<file path="src/rtl/neuron_mac_n.sv">
// Time-multiplexed MLP neuron: y = act(sum(a_i*w_i) + b) over N_IN streamed pairs,
// one multiplier, Q(WIDTH-FBITS).FBITS arithmetic, valid/ready on both sides.
module neuron_mac_n #(
    parameter int unsigned WIDTH = 32,
    parameter int unsigned FBITS = 24,
    parameter int unsigned N_IN  = 4,
    parameter int unsigned ACT   = 2
) (
    input  logic             clk,
    input  logic             rst,
    input  logic             en,
    input  logic             in_valid,
    output logic             in_ready,
    input  logic [WIDTH-1:0] in_a,
    input  logic [WIDTH-1:0] in_w,
    input  logic [WIDTH-1:0] in_b,
    output logic             out_valid,
    input  logic             out_ready,
    output logic [WIDTH-1:0] y,
    output logic             sat
);

    localparam int unsigned PW = 2 * WIDTH;
    localparam int unsigned AW = PW + $clog2(N_IN + 1) + 1;
    localparam int unsigned CW = $clog2(N_IN + 1);

    localparam logic signed [AW-1:0]    HALF    = AW'(1) << (FBITS - 1);
    localparam logic signed [AW-1:0]    SMAX    = AW'({1'b0, {(WIDTH-1){1'b1}}});
    localparam logic signed [AW-1:0]    SMIN    = ~SMAX;
    localparam logic signed [WIDTH-1:0] ONE     = WIDTH'(1) << FBITS;
    localparam logic signed [WIDTH-1:0] NEG_ONE = -ONE;

    typedef enum logic [2:0] {
        S_IDLE,
        S_ACC,
        S_NORM,
        S_ACTV,
        S_OUT
    } state_t;

    state_t                  state_q, state_d;
    logic signed [AW-1:0]    acc_q, acc_d;
    logic [CW-1:0]           cnt_q, cnt_d;
    logic [WIDTH-1:0]        s_q, s_d;
    logic                    satr_q, satr_d;
    logic [WIDTH-1:0]        y_q, y_d;
    logic                    sat_q, sat_d;

    logic signed [PW-1:0]    a_x, w_x;
    logic signed [AW-1:0]    prod_x, bias_x, rnd_sh;
    logic signed [WIDTH-1:0] s_sig, act_y;

    // Full-precision product and bias aligned to the product's 2*FBITS scaling
    assign a_x    = PW'($signed(in_a));
    assign w_x    = PW'($signed(in_w));
    assign prod_x = AW'(a_x * w_x);
    assign bias_x = AW'($signed(in_b)) <<< FBITS;
    assign rnd_sh = (acc_q + HALF) >>> FBITS;
    assign s_sig  = $signed(s_q);

    always_comb begin
        act_y = s_sig;
        if (ACT == 1) begin
            act_y = s_sig[WIDTH-1] ? '0 : s_sig;
        end else if (ACT == 2) begin
            if (s_sig > ONE) begin
                act_y = ONE;
            end else if (s_sig < NEG_ONE) begin
                act_y = NEG_ONE;
            end
        end
    end

    // Next-state and handshake logic; en=0 freezes everything
    always_comb begin
        state_d   = state_q;
        acc_d     = acc_q;
        cnt_d     = cnt_q;
        s_d       = s_q;
        satr_d    = satr_q;
        y_d       = y_q;
        sat_d     = sat_q;
        in_ready  = 1'b0;
        out_valid = 1'b0;
        if (en) begin
            unique case (state_q)
                S_IDLE: begin
                    in_ready = 1'b1;
                    if (in_valid) begin
                        acc_d   = bias_x + prod_x;
                        cnt_d   = CW'(1);
                        state_d = (N_IN == 1) ? S_NORM : S_ACC;
                    end
                end
                S_ACC: begin
                    in_ready = 1'b1;
                    if (in_valid) begin
                        acc_d = acc_q + prod_x;
                        cnt_d = cnt_q + CW'(1);
                        if (cnt_q == CW'(N_IN - 1)) begin
                            state_d = S_NORM;
                        end
                    end
                end
                S_NORM: begin
                    if (rnd_sh > SMAX) begin
                        s_d    = WIDTH'(SMAX);
                        satr_d = 1'b1;
                    end else if (rnd_sh < SMIN) begin
                        s_d    = WIDTH'(SMIN);
                        satr_d = 1'b1;
                    end else begin
                        s_d    = WIDTH'(rnd_sh);
                        satr_d = 1'b0;
                    end
                    state_d = S_ACTV;
                end
                S_ACTV: begin
                    y_d     = act_y;
                    sat_d   = satr_q;
                    state_d = S_OUT;
                end
                S_OUT: begin
                    out_valid = 1'b1;
                    if (out_ready) begin
                        state_d = S_IDLE;
                    end
                end
                default: state_d = S_IDLE;
            endcase
        end
    end

    always_ff @(posedge clk or negedge rst) begin
        if (!rst) begin
            state_q <= S_IDLE;
            acc_q   <= '0;
            cnt_q   <= '0;
            s_q     <= '0;
            satr_q  <= 1'b0;
            y_q     <= '0;
            sat_q   <= 1'b0;
        end else begin
            state_q <= state_d;
            acc_q   <= acc_d;
            cnt_q   <= cnt_d;
            s_q     <= s_d;
            satr_q  <= satr_d;
            y_q     <= y_d;
            sat_q   <= sat_d;
        end
    end

    assign y   = y_q;
    assign sat = sat_q;

endmodule

</file>
<file path="config.mk">
export PLATFORM = sky130hd
export DESIGN_NAME = neuron_mac_n
export DESIGN_NICKNAME = d
export VERILOG_FILES = /design/src/rtl/neuron_mac_n.sv
export SDC_FILE = /design/constraint.sdc
export NUM_CORES = 2
export LEC_CHECK = 0
export CAP_MARGIN = 20
export CORE_ASPECT_RATIO = 0.8
export CORE_MARGIN = 1
export CORE_UTILIZATION = 50
export CTS_CLUSTER_SIZE = 24
export DETAILED_ROUTE_END_ITERATION = 12
export PLACE_DENSITY = 0.77
export SETUP_SLACK_MARGIN = 0.05
export SYNTH_ARGS = -nofsm -noshare
export SYNTH_HDL_FRONTEND = slang
export SYNTH_SLANG_ARGS = --single-unit
</file>
<file path="constraint.sdc">
create_clock -name clk -period 3.2 [get_ports clk]
set_input_delay 0.64 -clock clk [delete_from_list [all_inputs] [get_ports clk]]
set_output_delay 0.64 -clock clk [all_outputs]
set_load 0.02 [all_outputs]
</file>
==> flow_summary.html <==
<table>
<tr><th>Metric</th><th>Value</th></tr>
<tr><th colspan="2">Run status</th></tr>
<tr><td>Outcome</td><td>complete, but fails checks</td></tr>
<tr><td>Violations in the final reports</td><td>negative setup slack</td></tr>
<tr><th colspan="2">Timing</th></tr>
<tr><td>Worst rel slew slack</td><td>0.457</td></tr>
<tr><td>Slew at the pin closest to its max-slew limit</td><td>0.812 ns</td></tr>
<tr><td>Number of setup violations in the final report</td><td>84</td></tr>
<tr><td>Final count of pins violating max slew</td><td>0</td></tr>
<tr><td>Number of endpoints with negative hold slack in the final report</td><td>0</td></tr>
<tr><td>Highest clock rate</td><td>101 MHz</td></tr>
<tr><td>Worst clock skew</td><td>0.0139 ns</td></tr>
<tr><td>Time the final worst path needs with I/O delays and setup</td><td>9.89 ns</td></tr>
<tr><td>RSZ-0062 raised after global routing</td><td>yes</td></tr>
<tr><td>Worst Setup Slack, final</td><td>-6.69 ns</td></tr>
<tr><td>Crit share post-route</td><td>3.09</td></tr>
<tr><th colspan="2">Global routing</th></tr>
<tr><td>Overflow left after global routing</td><td>0</td></tr>
<tr><td>All-layer global routing usage</td><td>0.321</td></tr>
<tr><td>First-pass GRT wire length</td><td>247 mm</td></tr>
<tr><td>Vias in the first global route</td><td>46851</td></tr>
<tr><td>Pin count of the biggest net entering global routing</td><td>67</td></tr>
<tr><td>Number of antenna violations at the first check in global routing</td><td>6</td></tr>
<tr><th colspan="2">Floorplan</th></tr>
<tr><td>Row count</td><td>102</td></tr>
<tr><td>I/O Pins</td><td>136</td></tr>
<tr><td>DIE WIDTH</td><td>351 um</td></tr>
<tr><td>Die extent in y</td><td>281 um</td></tr>
<tr><td>Initial standard-cell utilization of the core</td><td>0.504</td></tr>
<tr><td>Die outline area</td><td>98800 um2</td></tr>
<tr><td>Placeable Area</td><td>96700 um2</td></tr>
<tr><th colspan="2">Flow run</th></tr>
<tr><td>Number of maximum-capacitance violations</td><td>0</td></tr>
<tr><th colspan="2">Logic synthesis</th></tr>
<tr><td>Number of flops mapped to enable cells by yosys</td><td>0</td></tr>
<tr><td>Post-synthesis compound-gate area fraction</td><td>0.103</td></tr>
<tr><td>Post-synthesis share of cell area spent on xor and xnor gates</td><td>0.0363</td></tr>
<tr><td>Top cell type's share of synthesized area</td><td>0.445</td></tr>
<tr><td>Area of the mapped netlist</td><td>48800 um2</td></tr>
<tr><td>Warnings from Yosys</td><td>0</td></tr>
<tr><td>Cells after synthesis</td><td>5434</td></tr>
<tr><td>Dominant combinational cell family by area after synthesis</td><td>adder cells</td></tr>
<tr><td>Most used DFF post-synth</td><td>sky130_fd_sc_hd__dfrtp_1</td></tr>
<tr><td>Arithmetic-cell share of the synthesized area counting full adders, half adders and majority gates</td><td>0.521</td></tr>
<tr><td>Fraction of the yosys area taken by sequential cells</td><td>0.0718</td></tr>
<tr><td>Number of synthesized register bits</td><td>140</td></tr>
<tr><td>Nets in the synthesized netlist</td><td>6917</td></tr>
<tr><td>Mux cell area share after synthesis</td><td>0.00300</td></tr>
<tr><td>Mean instance size in the synthesized netlist</td><td>8.98 um2</td></tr>
<tr><td>Dominant cell type by area after synthesis</td><td>sky130_fd_sc_hd__fa_1</td></tr>
<tr><td>Top area cells in the synthesized netlist</td><td>sky130_fd_sc_hd__fa_1, sky130_fd_sc_hd__ha_1, sky130_fd_sc_hd__inv_1</td></tr>
<tr><td>Synth cell types</td><td>82</td></tr>
<tr><td>Synth Area in Simple Gates</td><td>0.168</td></tr>
<tr><td>Proportion of synthesized flip-flops having asynchronous set or reset</td><td>1.00</td></tr>
<tr><th colspan="2">Clock network</th></tr>
<tr><td>Clock network latency to the later pin of the worst-skew pair</td><td>0.46 ns</td></tr>
<tr><td>Clock Sinks</td><td>140</td></tr>
<tr><td>Number of clock buffers inserted by TritonCTS</td><td>17</td></tr>
<tr><td>CTS hold repair buffers</td><td>0</td></tr>
<tr><td>Library cell used as clock root buffer</td><td>sky130_fd_sc_hd__clkbuf_16</td></tr>
<tr><td>Post-CTS clock slew at the launch and capture registers of the worst setup and hold paths</td><td>0.07 ns</td></tr>
<tr><td>CTS tree</td><td>done</td></tr>
<tr><td>Maximum root-to-sink buffer count</td><td>2</td></tr>
<tr><td>Max H-tree Level</td><td>4</td></tr>
<tr><th colspan="2">Setup path</th></tr>
<tr><td>Crit path max-delay cell type</td><td>sky130_fd_sc_hd__fa_1</td></tr>
<tr><td>CP Max Fanout</td><td>8</td></tr>
<tr><td>Path depth of the worst reg2reg path</td><td>17</td></tr>
<tr><td>Critical Path AT</td><td>10.23 ns</td></tr>
<tr><td>Data required time of the worst path</td><td>3.54 ns</td></tr>
<tr><td>Worst Setup Start Kind</td><td>input pin</td></tr>
<tr><td>Most Frequent Cell on Critical Path</td><td>sky130_fd_sc_hd__fa_1</td></tr>
<tr><td>Peak per-stage delay on the critical path</td><td>0.62 ns</td></tr>
<tr><td>Category of the worst setup path capture point</td><td>flip-flop</td></tr>
<tr><td>CP Class</td><td>input pin to flip-flop</td></tr>
<tr><th colspan="2">Routing</th></tr>
<tr><td>Number of nets with antenna violations after detailed routing</td><td>0</td></tr>
<tr><td>Routed len/inst</td><td>20.7 um</td></tr>
<tr><td>DRC violations left</td><td>0</td></tr>
<tr><td>Number of DRC markers in iteration 0</td><td>3807</td></tr>
<tr><td>Number of detailed-route iterations in the first pass</td><td>8</td></tr>
<tr><td>Number of vias per cell after detailed routing</td><td>5.65</td></tr>
<tr><td>Routed Wire Length</td><td>161 mm</td></tr>
<tr><td>Via count of the routed design</td><td>43988</td></tr>
<tr><th colspan="2">Placed design</th></tr>
<tr><td>DP Wirelength</td><td>120 mm</td></tr>
<tr><td>Placer's final routability congestion estimate</td><td>0.995</td></tr>
<tr><td>Inst Count DP</td><td>7523</td></tr>
<tr><td>Setup slack at placement</td><td>-7.77 ns</td></tr>
<tr><td>Count of input and output buffers</td><td>135</td></tr>
<tr><th colspan="2">Finish</th></tr>
<tr><td>Nets@finish</td><td>7946</td></tr>
<tr><td>Growth of design area from synthesis to finish</td><td>34.1%</td></tr>
<tr><td>Share of final-layout standard cells stronger than drive strength 1</td><td>0.281</td></tr>
<tr><td>Post-Layout Cell Count</td><td>7779</td></tr>
<tr><th colspan="2">Hold path</th></tr>
<tr><td>Hold crit path type</td><td>input pin to async pin</td></tr>
</table>
[worst max-delay path, delay by kind of cell]
family          cells  cell delay, ns
fa+ha+maj          10            4.83
xor+xnor            1            0.15
simple gates        3            0.59
buf+inv             7            1.04
compound gates     15            2.99
[layout make-up]
type	instances	area, um2
sequential	140	3500
tap	1300	1630
multi-input combinational	4037	44000
clock buffer	20	467
clock inverter	11	134
fill	6787	31300
antenna	4	10.0
timing repair buffer	1296	11900
inverter	971	3660
[per-layer routing]
layer,global-route usage,part of all wire,vias up
met5,0,0.00024,-
met4,0.151,0.059,6
met3,0.0672,0.089,671
met2,0.530,0.48,2216
met1,0.404,0.37,22215
li1,-,-,18880
[registers in the layout, indices dropped and copies added (netlist names)]
signal and flops:
satr_q 1, acc_q 68, state_q 3, cnt_q 3
y 32, sat 1, s_q 32
[cell usage after synthesis, types with 8 or more instances]
cell type                     n
sky130_fd_sc_hd__a22oi_1      8
sky130_fd_sc_hd__a22o_1      26
sky130_fd_sc_hd__nor2_1     175
sky130_fd_sc_hd__mux2i_1      9
sky130_fd_sc_hd__fa_1      1084
sky130_fd_sc_hd__inv_1      971
sky130_fd_sc_hd__a211oi_1    19
sky130_fd_sc_hd__o21bai_1    22
sky130_fd_sc_hd__buf_1       12
sky130_fd_sc_hd__o21a_1      29
sky130_fd_sc_hd__nand2b_1    23
sky130_fd_sc_hd__o22ai_1      8
sky130_fd_sc_hd__nor2b_1     13
sky130_fd_sc_hd__xor2_1      87
sky130_fd_sc_hd__a21o_1     124
sky130_fd_sc_hd__ha_1       298
sky130_fd_sc_hd__a31oi_1     35
sky130_fd_sc_hd__o21ai_0    145
sky130_fd_sc_hd__dfrtp_1    140
sky130_fd_sc_hd__nor4_1      13
sky130_fd_sc_hd__a21boi_0    12
sky130_fd_sc_hd__o311ai_0    17
sky130_fd_sc_hd__nor3_1      37
sky130_fd_sc_hd__a21oi_1    218
sky130_fd_sc_hd__nand4_1     38
sky130_fd_sc_hd__nand2_1    718
sky130_fd_sc_hd__xnor2_1    115
sky130_fd_sc_hd__and3_1      22
sky130_fd_sc_hd__o211ai_1    17
sky130_fd_sc_hd__and4_1       9
sky130_fd_sc_hd__nand3_1     55
sky130_fd_sc_hd__and2_1     533
sky130_fd_sc_hd__clkbuf_1   271
sky130_fd_sc_hd__o31ai_1     18
[layout by cell type, fill, tap and decap left out, types with 72 or more instances in the layout]
master	n
sky130_fd_sc_hd__a21o_1	124
sky130_fd_sc_hd__a21oi_1	140
sky130_fd_sc_hd__and2_1	497
sky130_fd_sc_hd__buf_12	90
sky130_fd_sc_hd__buf_4	935
sky130_fd_sc_hd__buf_6	110
sky130_fd_sc_hd__clkdlybuf4s50_1	72
sky130_fd_sc_hd__dfrtp_1	139
sky130_fd_sc_hd__fa_1	1015
sky130_fd_sc_hd__ha_1	214
sky130_fd_sc_hd__ha_4	78
sky130_fd_sc_hd__inv_1	925
sky130_fd_sc_hd__nand2_1	670
sky130_fd_sc_hd__nor2_1	160
sky130_fd_sc_hd__xnor2_1	90
[repair_timing]
action / CTS / global route
buffers inserted: 168 / 64
gates cloned: 18 / 2
pin swaps: 334 / 269
setup endpoints to repair: 75 / 98
gates resized for setup: 529 / 358
[kinds of logic after synthesis]
group	after synthesis
mux	14
compound gates	768
flops	140
simple gates	1671
fa+ha+maj	1382
buf+inv	1257
xor+xnor	202
[through the flow]
step,instance area (um2),utilization,TNS [ns],hold slack (ns)
floorplan,50000,-,-302.60,0.344
global placement,59500,0.615,-389.00,0.458
detailed placement,59500,0.615,-395.58,0.465
CTS,63600,0.657,-333.59,0.189
global route,65400,0.676,-355.32,0.240
finish,65400,0.676,-337.02,0.193
[final timing paths]
path / startpoint / to / slack [ns]
max in group asynchronous: rst / acc_q[31] / 2.24
min in group clk: y[26] / y[26] / 0.48
worst max-delay path: in_a[10] / acc_q[64] / -6.69
worst max register to register: acc_q[0] / acc_q[64] / -0.46
worst min-delay path: rst / y[26] / 0.19
worst min register to register: y[26] / y[26] / 0.48
Power is left out: the tool's default activity adds up to more than one toggle a clock period on the data nets, which glitch-free logic cannot reach.
